### src/rtl/bus_route16_if.sv
// Request/response bundle for bus_route16: CPU master side (m_*) and the 16-way select bus (s_*).
interface bus_route16_if #(
    parameter int AW = 32,
    parameter int DW = 32
);
    logic             m_valid;
    logic             m_write;
    logic [AW-1:0]    m_addr;
    logic [DW-1:0]    m_wdata;
    logic             m_ready;
    logic [DW-1:0]    m_rdata;
    logic             m_err;
    logic [15:0]      s_sel;
    logic             s_valid;
    logic             s_write;
    logic [AW-1:0]    s_addr;
    logic [DW-1:0]    s_wdata;
    logic [15:0]      s_ready;
    logic [16*DW-1:0] s_rdata;

    // Router side: the issuing end of the select bus.
    modport master (
        input  m_valid, m_write, m_addr, m_wdata, s_ready, s_rdata,
        output m_ready, m_rdata, m_err, s_sel, s_valid, s_write, s_addr, s_wdata
    );

    // Environment side: CPU master plus the peripheral slaves.
    modport slave (
        output m_valid, m_write, m_addr, m_wdata, s_ready, s_rdata,
        input  m_ready, m_rdata, m_err, s_sel, s_valid, s_write, s_addr, s_wdata
    );
endinterface

### src/rtl/bus_route16.sv
// bus_route16: single-master to 16-slave router with a registered one-hot slave select.
// Optional access timeout is compiled in by defining BUS_ROUTE_TIMEOUT_EN.
module bus_route16 #(
    parameter int            AW        = 32,
    parameter int            DW        = 32,
    parameter int            SEL_LSB   = 12,
    parameter int            TIMEOUT   = 255,
    parameter logic [DW-1:0] DEF_RDATA = {DW{1'b0}}
) (
    input  logic          clk,
    input  logic          rst,
    bus_route16_if.master bus
);

    typedef enum logic [1:0] {
        ST_IDLE   = 2'd0,
        ST_ACCESS = 2'd1,
        ST_RESP   = 2'd2
    } state_e;

    if (SEL_LSB + 3 >= AW) begin : g_bad_sel_lsb
        $error("bus_route16: SEL_LSB+3 must be below AW");
    end
    if ((TIMEOUT < 1) || (TIMEOUT > 65535)) begin : g_bad_timeout
        $error("bus_route16: TIMEOUT must lie in 1..65535");
    end

    function automatic logic [15:0] onehot16(input logic [3:0] idx);
        onehot16 = 16'h0001 << idx;
    endfunction

    state_e        state_q,   state_d;
    logic [15:0]   sel_q,     sel_d;
    logic          s_valid_q, s_valid_d;
    logic          s_write_q, s_write_d;
    logic [AW-1:0] s_addr_q,  s_addr_d;
    logic [DW-1:0] s_wdata_q, s_wdata_d;
    logic          m_ready_q, m_ready_d;
    logic [DW-1:0] m_rdata_q, m_rdata_d;
    logic          m_err_q,   m_err_d;

    logic [3:0]    idx_s;
    logic          hit_s;
    logic          abort_s;
    logic [DW-1:0] slice_s;

    // The latched address picks the slave whose ready and read data matter.
    assign idx_s   = s_addr_q[SEL_LSB+3:SEL_LSB];
    assign hit_s   = bus.s_ready[idx_s];
    assign slice_s = bus.s_rdata[int'(idx_s)*DW +: DW];

`ifdef BUS_ROUTE_TIMEOUT_EN
    localparam logic [15:0] LAST_WAIT = 16'(TIMEOUT - 1);

    logic [15:0] wait_cnt_q, wait_cnt_d;

    // Wait counter: held at zero outside ACCESS, so every access starts counting from zero.
    always_comb begin
        wait_cnt_d = 16'd0;
        if (state_q == ST_ACCESS) begin
            wait_cnt_d = wait_cnt_q + 16'd1;
        end else begin
            wait_cnt_d = 16'd0;
        end
    end

    // Wait counter register.
    always_ff @(posedge clk or posedge rst) begin
        if (rst) begin
            wait_cnt_q <= 16'd0;
        end else begin
            wait_cnt_q <= wait_cnt_d;
        end
    end

    // Abort on the TIMEOUT-th ACCESS edge; a ready arriving on that same edge takes priority.
    assign abort_s = (state_q == ST_ACCESS) && (wait_cnt_q == LAST_WAIT) && !hit_s;
`else
    assign abort_s = 1'b0;
`endif

    // Next-state and registered-output logic for IDLE -> ACCESS -> RESP -> IDLE.
    always_comb begin
        state_d   = state_q;
        sel_d     = sel_q;
        s_valid_d = s_valid_q;
        s_write_d = s_write_q;
        s_addr_d  = s_addr_q;
        s_wdata_d = s_wdata_q;
        m_ready_d = 1'b0;
        m_rdata_d = m_rdata_q;
        m_err_d   = 1'b0;
        case (state_q)
            ST_IDLE: begin
                if (bus.m_valid) begin
                    s_write_d = bus.m_write;
                    s_addr_d  = bus.m_addr;
                    s_wdata_d = bus.m_wdata;
                    sel_d     = onehot16(bus.m_addr[SEL_LSB+3:SEL_LSB]);
                    s_valid_d = 1'b1;
                    state_d   = ST_ACCESS;
                end else begin
                    sel_d     = 16'h0000;
                    s_valid_d = 1'b0;
                    state_d   = ST_IDLE;
                end
            end
            ST_ACCESS: begin
                if (hit_s || abort_s) begin
                    m_rdata_d = hit_s ? slice_s : DEF_RDATA;
                    m_err_d   = !hit_s;
                    m_ready_d = 1'b1;
                    sel_d     = 16'h0000;
                    s_valid_d = 1'b0;
                    state_d   = ST_RESP;
                end else begin
                    state_d   = ST_ACCESS;
                end
            end
            ST_RESP: begin
                sel_d     = 16'h0000;
                s_valid_d = 1'b0;
                state_d   = ST_IDLE;
            end
            default: begin
                sel_d     = 16'h0000;
                s_valid_d = 1'b0;
                state_d   = ST_IDLE;
            end
        endcase
    end

    // State and output registers; reset clears everything, including mid-access.
    always_ff @(posedge clk or posedge rst) begin
        if (rst) begin
            state_q   <= ST_IDLE;
            sel_q     <= 16'h0000;
            s_valid_q <= 1'b0;
            s_write_q <= 1'b0;
            s_addr_q  <= {AW{1'b0}};
            s_wdata_q <= {DW{1'b0}};
            m_ready_q <= 1'b0;
            m_rdata_q <= {DW{1'b0}};
            m_err_q   <= 1'b0;
        end else begin
            state_q   <= state_d;
            sel_q     <= sel_d;
            s_valid_q <= s_valid_d;
            s_write_q <= s_write_d;
            s_addr_q  <= s_addr_d;
            s_wdata_q <= s_wdata_d;
            m_ready_q <= m_ready_d;
            m_rdata_q <= m_rdata_d;
            m_err_q   <= m_err_d;
        end
    end

    assign bus.s_sel   = sel_q;
    assign bus.s_valid = s_valid_q;
    assign bus.s_write = s_write_q;
    assign bus.s_addr  = s_addr_q;
    assign bus.s_wdata = s_wdata_q;
    assign bus.m_ready = m_ready_q;
    assign bus.m_rdata = m_rdata_q;
    assign bus.m_err   = m_err_q;

endmodule

### src/flat_wrapper.sv
// flat-port wrapper written by rule: the top's interface ports become plain ports
module bus_route16_flat 
#(
    parameter int            AW        = 32,
    parameter int            DW        = 32,
    parameter int            SEL_LSB   = 12,
    parameter int            TIMEOUT   = 255,
    parameter logic [DW-1:0] DEF_RDATA = {DW{1'b0}}
)
  (clk, rst, bus_m_valid, bus_m_write, bus_m_addr, bus_m_wdata, bus_s_ready, bus_s_rdata, bus_m_ready, bus_m_rdata, bus_m_err, bus_s_sel, bus_s_valid, bus_s_write, bus_s_addr, bus_s_wdata);
  bus_route16_if #(.AW(AW), .DW(DW)) bus_i ();
  input  logic clk;
  input  logic rst;
  input wire logic [$bits(bus_i.m_valid)-1:0] bus_m_valid;
  input wire logic [$bits(bus_i.m_write)-1:0] bus_m_write;
  input wire logic [$bits(bus_i.m_addr)-1:0] bus_m_addr;
  input wire logic [$bits(bus_i.m_wdata)-1:0] bus_m_wdata;
  input wire logic [$bits(bus_i.s_ready)-1:0] bus_s_ready;
  input wire logic [$bits(bus_i.s_rdata)-1:0] bus_s_rdata;
  output wire logic [$bits(bus_i.m_ready)-1:0] bus_m_ready;
  output wire logic [$bits(bus_i.m_rdata)-1:0] bus_m_rdata;
  output wire logic [$bits(bus_i.m_err)-1:0] bus_m_err;
  output wire logic [$bits(bus_i.s_sel)-1:0] bus_s_sel;
  output wire logic [$bits(bus_i.s_valid)-1:0] bus_s_valid;
  output wire logic [$bits(bus_i.s_write)-1:0] bus_s_write;
  output wire logic [$bits(bus_i.s_addr)-1:0] bus_s_addr;
  output wire logic [$bits(bus_i.s_wdata)-1:0] bus_s_wdata;
  assign bus_i.m_valid = bus_m_valid;
  assign bus_i.m_write = bus_m_write;
  assign bus_i.m_addr = bus_m_addr;
  assign bus_i.m_wdata = bus_m_wdata;
  assign bus_i.s_ready = bus_s_ready;
  assign bus_i.s_rdata = bus_s_rdata;
  assign bus_m_ready = bus_i.m_ready;
  assign bus_m_rdata = bus_i.m_rdata;
  assign bus_m_err = bus_i.m_err;
  assign bus_s_sel = bus_i.s_sel;
  assign bus_s_valid = bus_i.s_valid;
  assign bus_s_write = bus_i.s_write;
  assign bus_s_addr = bus_i.s_addr;
  assign bus_s_wdata = bus_i.s_wdata;
  bus_route16 #(.AW(AW), .DW(DW), .SEL_LSB(SEL_LSB), .TIMEOUT(TIMEOUT), .DEF_RDATA(DEF_RDATA)) u_core (.clk(clk), .rst(rst), .bus(bus_i));
endmodule
### config.mk
export PLATFORM = sky130hd
export DESIGN_NAME = bus_route16_flat
export DESIGN_NICKNAME = d
export VERILOG_FILES = /design/src/rtl/bus_route16_if.sv /design/src/rtl/bus_route16.sv /design/src/flat_wrapper.sv
export SDC_FILE = /design/constraint.sdc
export NUM_CORES = 1
export LEC_CHECK = 0
export ABC_CLOCK_PERIOD_IN_PS = 4500
export BUFFER_PORTS_ARGS = -buffer_cell sky130_fd_sc_hd__buf_2
export CORE_AREA = 4 4 276 278
export CTS_BUF_LIST = sky130_fd_sc_hd__clkbuf_16
export DETAILED_ROUTE_END_ITERATION = 10
export DIE_AREA = 0 0 280 282
export PLACE_DENSITY_LB_ADDON = 0.2
export RECOVER_POWER = 25
export REMOVE_ABC_BUFFERS = 1
export SLEW_MARGIN = 20
export SYNTH_ARGS = -nofsm -noshare
export SYNTH_HDL_FRONTEND = slang
export SYNTH_SLANG_ARGS = --single-unit
### constraint.sdc
create_clock -name clk -period 4.5 [get_ports clk]
set_input_delay 0.45 -clock clk [delete_from_list [all_inputs] [get_ports clk]]
set_output_delay 0.45 -clock clk [all_outputs]
set_load 0.01 [all_outputs]
==> results of run 1 <==
==> layout by cell type, fill, tap and decap left out, drive strengths merged <==
cell and count:
or2 1, a21o 5, nor2 3, nand2 36, and3 1, o2bb2ai 12, mux2i 4, mux4 129
o2111a 1, o41ai 2, clkinvlp 3, clkinv 4, dfrtp 117, buf 725, inv 7, nor3 4
nand3b 4, a22oi 64, nand2b 2, nand3 2, conb 1, nor2b 2, and2 1, clkbuf 17
mux2 101, diode 12, nand4 2, bufinv 3
==> synthesized netlist by cell type, drive strengths merged <==
master and n:
mux4 129, dfrtp 117, mux2 101, a22oi 64
clkbuf 36, nand2 36, buf 25, o2bb2ai 12
a21o 5, mux2i 4, nand3b 4, nor3 4
inv 3, nor2 3, nand2b 2, nand3 2
nand4 2, nor2b 2, o41ai 2, and2 1
and3 1, conb 1, o2111a 1, or2 1
==> power by group through the flow <==
stage	combinational, mW	sequential [mW]	clock [mW]
finish	5.08	1.89	1.49
global route	5.52	1.97	1.61
CTS	5.23	1.91	1.58
detailed placement	5.22	1.92	0
global placement	5.18	1.91	0
floorplan	3.11	2.40	0
==> sequential cells by signal, indices dropped and copies added (netlist names) <==
| signal | cells |
|---|---|
| u_core.bus.m_rdata | 32 |
| u_core.bus.s_addr | 32 |
| u_core.bus.s_wdata | 32 |
| u_core.bus.s_sel | 16 |
| u_core.state_q | 2 |
| u_core.bus.m_ready | 1 |
| u_core.bus.s_valid | 1 |
| u_core.bus.s_write | 1 |
==> path summary, 6_finish.rpt <==
path | from | to | slack (ns) | cells past startpoint
worst max register to register | u_core.bus.s_addr[12]$_DFFE_PP0P_ | u_core.bus.m_rdata[16]$_DFFE_PP0P_ | 1.65 | 6
min in group asynchronous | rst | u_core.bus.s_addr[16]$_DFFE_PP0P_ | 0.95 | 2
worst min register to register | u_core.bus.s_sel[4]$_DFFE_PP0P_ | u_core.bus.s_sel[4]$_DFFE_PP0P_ | 0.48 | 1
worst min-delay path | bus_m_addr[23] | u_core.bus.s_addr[23]$_DFFE_PP0P_ | 0.23 | 2
worst max-delay path | u_core.bus.s_addr[12]$_DFFE_PP0P_ | u_core.bus.m_rdata[16]$_DFFE_PP0P_ | 1.65 | 6
max in group asynchronous | rst | u_core.bus.m_rdata[0]$_DFFE_PP0P_ | 1.78 | 3
==> kinds of logic (layout without fill, tap and decap cells) <==
group | after synthesis | count (layout) | share of synthesized area (%)
mux | 234 | 234 | 50.15
flops | 117 | 117 | 35.03
compound gates | 84 | 84 | 8.024
buf+inv | 64 | 759 | 3.533
simple gates | 58 | 58 | 3.219
other cells | 1 | 13 | 0.04487
==> through the flow <==
step	cells	hold WS, ns	total power [mW]	utilization [%]	area (sq um)
final	2234	0.2301	8.457	18.45	13650
after global routing	2232	0.1895	9.095	18.45	13640
after CTS	2222	0.1015	8.711	18.42	13620
after detailed placement	2191	0.4688	7.143	17.61	13020
after global placement	2191	0.4619	7.096	17.61	13020
after floorplan	497	0.5130	5.509	-	8074
==> worst max-delay path, stage by stage (launching register included) <==
cell and delay [ns]:
dfrtp_4 0.52, buf_4 0.46, buf_4 0.53, mux4_2 0.57, a22oi_1 0.23, nand2_1 0.07, mux2_4 0.26
==> per-layer routing <==
metal | wire, microns | vias to the layer above | track usage (%)
met5 | 7 | - | 0
met4 | 1398 | 2 | 5.861
met3 | 4374 | 67 | 4.910
met2 | 26750 | 475 | 21.59
met1 | 19740 | 4133 | 14.07
li1 | - | 3699 | -
==> area by class of cell <==
class,instances,share of cell area [%]
Multi-Input combinational cell,377,37.84
Clock buffer,17,3.118
Timing Repair Buffer,725,27.05
Clock inverter,14,1.284
Inverter,3,0.09169
Tap cell,969,8.885
Antenna cell,12,0.2201
Sequential cell,117,21.51
==> summary by stage, run 1 <==
Outcome
The run finished, with violations left. The final reports fail on max-capacitance violations, max-slew violations.

Synth
The leading area contributor after synthesis is dfrtp_1. The total number of yosys warnings is 0. The top cell type by area accounts for 35.03% of the synthesized area. Counting distinct cell types in the post-synthesis netlist gives 31. By area the synthesized netlist is led by dfrtp_1, mux4_2, mux2_2.

The register bit count reported by yosys is 117. The sequential cell area fraction in the yosys report is 35.03%. In this run the cell area of the synthesized design comes to 8358 sq um. The post-synthesis cell count is 558. The average cell area after synthesis is 14.98 sq um.

Clock network
The sink count of the clock tree is 117. The tree is rooted in a clkbuf_16. After clock tree synthesis, the clock-pin slew on the worst setup and hold paths is 0.07 ns. The longest clock path from root to sink contains 2 buffers.

After clock tree synthesis, the setup repair step added 0 buffers. The number of levels the H-tree was split into is 4. At the later pin of the worst-skew pair, clock insertion delay measures 0.45 ns.

TritonCTS built the clock tree. Counting the buffers created by CTS gives 17. In this run, post-CTS repair resized a total of 0 instances.

The hold-fix buffer count after cts is 0.

Power
Per report_power, the clock group accounts for 17.6% of the total. The net load switching power is 3.412 mW. Net switching is 40.35% of the power. The leakage power figure is 6.364 nW. The combinational cell fraction of total power is 60.1%. VDD sags by at most 0.3636 mV. In this run, flip-flops and latches consume 22.3% of the power. The total internal power is 5.044 mW.

Dividing total power by cell area gives a power density of 619.7 nW/um^2.

Die
From left edge to right edge, the die measures 280 microns. The floorplan core area is 73950 sq um. In this run the count of I/O pins placed on the die edge is 712. The site row count is 100. In this run the vertical extent of the chip is 282 microns. The die footprint is 78960 sq um.

The initial utilization of the core area, before any placement, comes to 11.30%.

Timing
Counting I/O delays and the setup requirement, the final critical path takes 2.846 ns. After layout, the worst path uses 63.24% of the clock period. The post-route clock skew is 0.01500 ns.

Measured against its own limit, the worst slew margin works out to -126.7%. At the pin with the least slew margin, the transition time is 3.382 ns. The slack of the critical path is 1.654 ns. The timing-limited maximum frequency is 351.4 MHz.

The final-layout setup total negative slack is 0 ns. The final number of setup-violating endpoints is 0. The final hold violation count is 0. Setup repair after global routing left no endpoint under its margin. The final max-slew violation count is 73.

Finish
The net count reported at finish is 1837. The layout filler cell count is 8244. The area taken by flip-flops and latches is 2935 sq um.

The fraction of layout cells with a size suffix above 1 is 79.33%. The area growth from synthesis to layout is 63.26%. In the final layout, the multi-input gates occupy 5164 sq um.

Drt
The average detailed-routed wire length per instance is 23.40 microns. The first detailed-routing pass ran for 4 iterations. The vias after detailed routing is 8376.

The starting DRC count in detailed routing is 318. The post-detailed-route count of antenna-violating nets is 0. The detailed-route wire length is 52270 microns. The remaining design rule violation count is 0.

After detailed routing, the number of vias per cell comes to 3.749.

Setup path
At the worst endpoint, the required time is 4.84 ns. The data arrival at the endpoint of the critical path is 3.19 ns. STA classifies the critical path startpoint as a flip-flop. The largest fanout of any net on the critical path is 26. The path type of the worst setup path is flip-flop to flip-flop. The critical path endpoint category is a flip-flop.

Run
The tool flagged a number of max-cap violations equal to 1.

Place
The total of buffers placed on input and output ports is 710. At the placement stage, the worst setup path has a slack of 1.558 ns. The congestion estimate from routability-driven global placement came to 0.8102. The half-perimeter wire length of the detailed placement result is 43980 microns.

Hold path
In this run the worst hold path is classified as primary input to flip-flop.

Global route
The via count of the first global-routing pass is 9647. The total congestion overflow after global routing is 0. The total track usage is 12.69%. The maximum number of pins on one net before global-route repair is 82.

The global-route wire length before repair is 70680 microns. The number of antenna violations at the first check in global routing came to 31.
Power figures use the tool's default switching activity.
==> inputs of run 2 (changes only) <==
Settings changed: ABC_CLOCK_PERIOD_IN_PS 4500 to 2700.
Clock period 4.5 ns to 2.7 ns, I/O delays scaled along.
==> summary by stage, run 2 (synthesized netlist as in run 1, its figures left out) <==
Global route
The total track usage is 12.92% (+0.23 points). The number of antenna violations at the first check in global routing is 29 (-6.5%). The total congestion overflow after global routing is 0 (unchanged).

The via count of the first global-routing pass is 9767 (+1.2%). The maximum number of pins on one net before global-route repair is 60 (-27%). The global-route wire length before repair was 71670 microns (+1.4%).

Die
The effective utilization at floorplan is 11.30% (unchanged). The height of the chip is 282 microns (unchanged). The I/O pin count is 712 (unchanged). The die footprint is 78960 sq um (unchanged). The site row count is 100 (unchanged). The width of the die came to 280 microns (unchanged).

The floorplan core area is 73950 sq um (unchanged).

Finish
The net count reported at finish was 1912 (+4.1%). Leaving out fill and tap cells, the most frequent cell in the layout is buf_2. The area growth from synthesis to layout is 73.25%. The post-layout utilization of the core is 19.58% (+1.1 points). The fraction of layout cells with a size suffix above 1 was 76.52% (-2.8 points). In the layout the commonest cells are buf_2, mux4_2, dfrtp_1. The layout filler cell count came to 8218 (-0.32%).

The summed area of non-filler cells in the final layout was 14480 sq um (+6.1%).

Timing
The post-route clock skew is 0.01316 ns (-0.001843 ns). Setup repair after global routing left no endpoint under its margin. The normalized max-slew margin came to 5.077% (+130 points).

The transition time at the pin with the least slew margin is 1.424 ns (-1.958 ns). The smallest hold slack is 0.06464 ns (-0.1655 ns). The final critical-path share of the clock period is 91.67% (+28 points).

The final hold violation count is 0 (unchanged). The final max-slew violation count came to 0 (-100%). The clock period minus final worst setup slack came to 2.475 ns (-0.3707 ns). The timing-limited maximum frequency is 404.0 MHz (+15%). The final number of setup-violating endpoints is 0 (unchanged).

Drt
The remaining design rule violation count is 0 (unchanged). The average detailed-routed wire length per instance is 23.13 microns (-1.1%). The starting DRC count in detailed routing was 391 (+23%).

The post-detailed-route count of antenna-violating nets is 0 (unchanged). The vias per cell is 3.795 (+1.2%). The vias after detailed routing is 8751 (+4.5%). The detailed-route wire length is 53350 microns (+2.1%). The first-pass iteration count of the detailed router is 5 (+1).

Clock network
The TritonCTS buffer count came to 17 (unchanged). The number of levels the H-tree was split into was 4 (unchanged). The number of post-CTS setup repair buffers is 0 (unchanged). The clock transition at the registers of the reported paths is 0.06 ns (about the same). The sink count of the clock tree was 117 (unchanged). TritonCTS built the clock tree. The clock latency reported for the late side of the worst-skew pair is 0.46 ns (about the same). The maximum count of clock buffers along a single path came to 2 (unchanged).

The clock root buffer master is clkbuf_16.

Power
The worst voltage drop across the vdd grid is 0.4569 mV (+26%). The leakage power figure is 6.748 nW (+6.0%). The total power density per cell area came to 1021 nW/um^2 (+65%). The sum of internal, switching and leakage power is 14.79 mW (+75%).

Setup path
The setup path with the least slack is of type flip-flop to flip-flop. The required time reported for the critical path endpoint is 3.03 ns (-1.81 ns). The critical path startpoint category is a flip-flop. The largest fanout of any net on the critical path came to 12 (-54%). The register-to-register setup slack is 0.22 ns (-1.43 ns). The critical path endpoint category is a flip-flop. The data arrival at the endpoint of the critical path was 2.81 ns (-0.38 ns).

Hold path
The worst hold-check path type is primary input to flip-flop.

Outcome
The run finished with clean final reports.

Place
The routability congestion estimate from global placement was 0.8286 (+2.3%). The half-perimeter wire length of the detailed placement result was 44650 microns (+1.5%). The total of buffers placed on input and output ports came to 710 (unchanged).

The cell area after placement came to 13320 sq um (+2.3%).

Run
The max capacitance violation total came to 0 (-1).
run 2: what timing repair did:
item | in CTS | in global routing
endpoints found under the setup margin | 1 | 0
gates resized for setup | 1 | 0
hold endpoints to repair | 105 | 0
hold buffers | 51 | 0
run 2: path summary, 6_finish.rpt:
kind / cells after the start / startpoint / endpoint
max: 5 / u_core.bus.s_addr[12]$_DFFE_PP0P_ / u_core.bus.m_rdata[22]$_DFFE_PP0P_
min: 2 / bus_m_wdata[12] / u_core.bus.s_wdata[12]$_DFFE_PP0P_
max reg2reg: 5 / u_core.bus.s_addr[12]$_DFFE_PP0P_ / u_core.bus.m_rdata[22]$_DFFE_PP0P_
min reg2reg: 1 / u_core.bus.s_sel[8]$_DFFE_PP0P_ / u_core.bus.s_sel[8]$_DFFE_PP0P_
max in group asynchronous: 4 / rst / u_core.bus.s_addr[12]$_DFFE_PP0P_
min in group asynchronous: 3 / rst / u_core.bus.s_addr[0]$_DFFE_PP0P_
run 2: metal layers:
layer	share of wire (%)	GRT usage, %	wire (microns)
met3	8.7	4.670	4631
met1	37	13.94	19500
met5	0.039	0	21
met4	2.9	4.964	1522
met2	52	23.20	27680
run 2: layout make-up:
cell class	instances	area [sq um]	share of cell area (%)
diodes	8	20.02	0.1383
repair buffers	800	4489	31.00
multi-input cells	377	5169	35.70
clock buffers	17	425.4	2.938
clock inverters	15	214.0	1.478
flip-flops and latches	117	2935	20.27
well taps	969	1212	8.373
inverters	3	15.01	0.1037
run 2: metrics by stage:
step,cells,setup TNS [ns],setup slack [ns]
6_report,2306,0,0.2248
2_1_floorplan,497,-339.35,-5.342
3_3_place_gp,2215,0,0.02965
5_1_grt,2305,0,0.08459
3_5_place_dp,2215,0,0.002764
4_1_cts,2298,0,0.1453
run 2: critical path: stages (launching register included):
cell and delay [ns]:
dfrtp_4 0.58, buf_4 0.36, mux4_2 0.56, a22oi_1 0.49
nand2_1 0.09, mux2_4 0.27
run 2: report_power, final:
| group | leakage, nW | internal [mW] | total [mW] | switching [mW] |
|---|---|---|---|---|
| Clock | 0.315 | 1.63 | 2.60 | 0.970 |
| Sequential | 1.43 | 2.56 | 3.14 | 0.584 |
| Combinational | 5.01 | 4.82 | 9.05 | 4.23 |
| Total | 6.75 | 9.01 | 14.8 | 5.78 |
==> inputs of run 3 (changes only) <==
Settings changed: PLACE_DENSITY_LB_ADDON 0.2 to unset.
==> summary by stage, run 3 (synthesized netlist as in run 1, its figures left out) <==
Outcome
The run finished with clean final reports.

Finish
Leaving out fill and tap cells, the most frequent cell in the layout is buf_2. The area taken by flip-flops and latches is 2935 sq um (unchanged). The library cells used most frequently in the layout, excluding fill and tap cells, are buf_2, mux4_2, dfrtp_1. Compared with the post-synthesis result, the final layout area differs by 70.99%. The multi-input gate area in the final layout is 5160 sq um (-0.17%).

The non-filler instance count after layout is 2295 (-0.48%). The post-layout utilization of the core is 19.33% (-0.26 points). The fraction of layout cells with a size suffix above 1 came to 76.82% (+0.30 points). The layout filler cell count is 8137 (-0.99%). The net count reported at finish is 1899 (-0.68%).

Drt
The remaining design rule violation count is 0 (unchanged). The vias after detailed routing was 9229 (+5.5%). The average detailed-routed wire length per instance is 25.58 microns (+11%). The post-detailed-route count of antenna-violating nets is 0 (unchanged). The first-pass iteration count of the detailed router is 5 (unchanged). The detailed-route wire length is 58720 microns (+10%). The starting DRC count in detailed routing came to 564 (+44%). The vias per cell came to 4.021 (+6.0%).

Place
The number of placed instances, taps included is 2210 (-0.23%). The half-perimeter wire length of the detailed placement result is 50380 microns (+13%). The total of buffers placed on input and output ports was 710 (unchanged).

The post-placement worst setup slack was 0.3300 ns (+0.3272 ns). The routability congestion estimate from global placement is 0.9434 (+14%).

Global route
The total congestion overflow after global routing came to 0 (unchanged). The total track usage came to 14.11% (+1.2 points). The maximum number of pins on one net before global-route repair is 51 (-15%).

The number of antenna violations at the first check in global routing is 46 (+59%). The via count of the first global-routing pass is 9437 (-3.4%). The global-route wire length before repair is 75830 microns (+5.8%).

Setup path
The highest cell delay on the worst timing path was 0.53 ns (-0.05 ns). The worst setup path is of the flip-flop to flip-flop kind. The required time reported for the critical path endpoint came to 3.03 ns (about the same). STA classifies the critical path endpoint as a flip-flop. The combined buffer and inverter count along the critical path was 2 (+1).

The dominant delay contributor by cell family on the critical path is flip-flops. STA classifies the critical path startpoint as a flip-flop. Among all stages on the critical path, the largest delay is contributed by dfrtp_4. Among the stages of the critical path, the cell type that occurs most often is buf_12. Traced cell by cell, the critical path runs through buf_12 > mux2i_1 > nand3_1 > nand4_1 > o41ai_4 > buf_12 > mux2_2. The largest fanout of any net on the critical path came to 30 (+18). The data arrival at the endpoint of the critical path is 2.74 ns (-0.07 ns).

Clock network
The maximum count of clock buffers along a single path is 2 (unchanged). The number of instances resized during post-cts repair is 0 (-1). The hold-fix buffer count after cts is 43 (-16%).

The clock tree from TritonCTS is built. The number of levels the H-tree was split into came to 4 (unchanged). The clock latency reported for the late side of the worst-skew pair is 0.45 ns (about the same). The number of post-CTS setup repair buffers is 0 (unchanged).

The clock transition at the registers of the reported paths was 0.06 ns (about the same). The TritonCTS buffer count is 17 (unchanged). In this run the clock root is driven by a clkbuf_16. The sink count of the clock tree is 117 (unchanged).

Die
The floorplan core area is 73950 sq um (unchanged). The I/O pin count is 712 (unchanged). The width of the die was 280 microns (unchanged). The effective utilization at floorplan is 11.30% (unchanged).

The height of the chip is 282 microns (unchanged). The die footprint came to 78960 sq um (unchanged). The site row count came to 100 (unchanged).

Timing
The final hold violation count is 0 (unchanged). The final critical-path share of the clock period came to 88.94% (-2.7 points). The clock period minus final worst setup slack is 2.401 ns (-0.07372 ns). Setup repair after global routing left no endpoint under its margin. The final max-slew violation count is 0 (unchanged). The transition time at the pin with the least slew margin is 1.352 ns (-0.07187 ns).

The post-route clock skew is 0.01798 ns (+0.004817 ns). The normalized max-slew margin is 9.869% (+4.8 points). The slack of the critical path came to 0.2985 ns (+0.07372 ns).

The final-layout setup total negative slack came to 0 ns (unchanged). The final number of setup-violating endpoints came to 0 (unchanged). The timing-limited maximum frequency came to 416.4 MHz (+3.1%).

Power
The leakage power figure is 6.652 nW (-1.4%). The total power density per cell area came to 1006 nW/um^2 (-1.5%). The worst voltage drop across the vdd grid is 0.4796 mV (+5.0%). The sum of internal, switching and leakage power is 14.37 mW (-2.8%).

Hold path
In this run the worst hold path is classified as primary input to flip-flop.

Run
The max capacitance violation total is 0 (unchanged).
[run 3: cell types whose count changed in the layout (fill, tap and decap cells not counted), moves of 2 or more]
cell,change
buf_4,-5
clkinvlp_4,+2
bufinv_16,-4
clkinv_1,+2
dlygate4sd3_1,-8
buf_12,+2
diode_2,+2
[run 3: metal layers]
metal,routed length (microns),track usage [%]
met1,22670,16.55
met2,27350,23.01
met3,6705,6.152
met4,1830,5.159
met5,159,0
[run 3: path summary, 6_finish.rpt]
check	startpoint	end	slack, ns	depth (start not counted)
max	u_core.bus.s_addr[12]$_DFFE_PP0P_	u_core.bus.m_rdata[28]$_DFFE_PP0P_	0.30	7
min	bus_m_wdata[10]	u_core.bus.s_wdata[10]$_DFFE_PP0P_	0.07	2
max reg2reg	u_core.bus.s_addr[12]$_DFFE_PP0P_	u_core.bus.m_rdata[28]$_DFFE_PP0P_	0.30	7
min reg2reg	u_core.bus.s_sel[0]$_DFFE_PP0P_	u_core.bus.s_sel[0]$_DFFE_PP0P_	0.47	1
max in group asynchronous	rst	u_core.bus.s_addr[12]$_DFFE_PP0P_	1.08	3
min in group asynchronous	rst	u_core.bus.s_wdata[23]$_DFFE_PP0P_	0.75	3
[run 3: area by class of cell]
cell class                 count  share of cell area, %
sequential                   117                  20.54
tap                          969                  8.484
inverter                       3                 0.1051
clock buffer                  17                  2.977
timing repair buffer         787                  30.79
multi-input combinational    377                  36.11
clock inverter                15                 0.8230
antenna                       10                 0.1751
[run 3: metrics by stage]
stage          instance area, sq um  hold slack (ns)
4_1_cts                       14270       0.00002381
3_5_place_dp                  13300           0.3843
2_1_floorplan                  8074           0.4219
3_3_place_gp                  13300           0.3816
5_1_grt                       14280          0.02434
6_report                      14290          0.07108
[run 3: power breakdown]
group          total, mW  leakage, nW  switching (mW)  internal [mW]
logic               9.07         4.97            4.30           4.77
registers           3.11         1.43           0.552           2.56
clock network       2.19        0.261           0.938           1.25
total               14.4         6.65            5.79           8.58
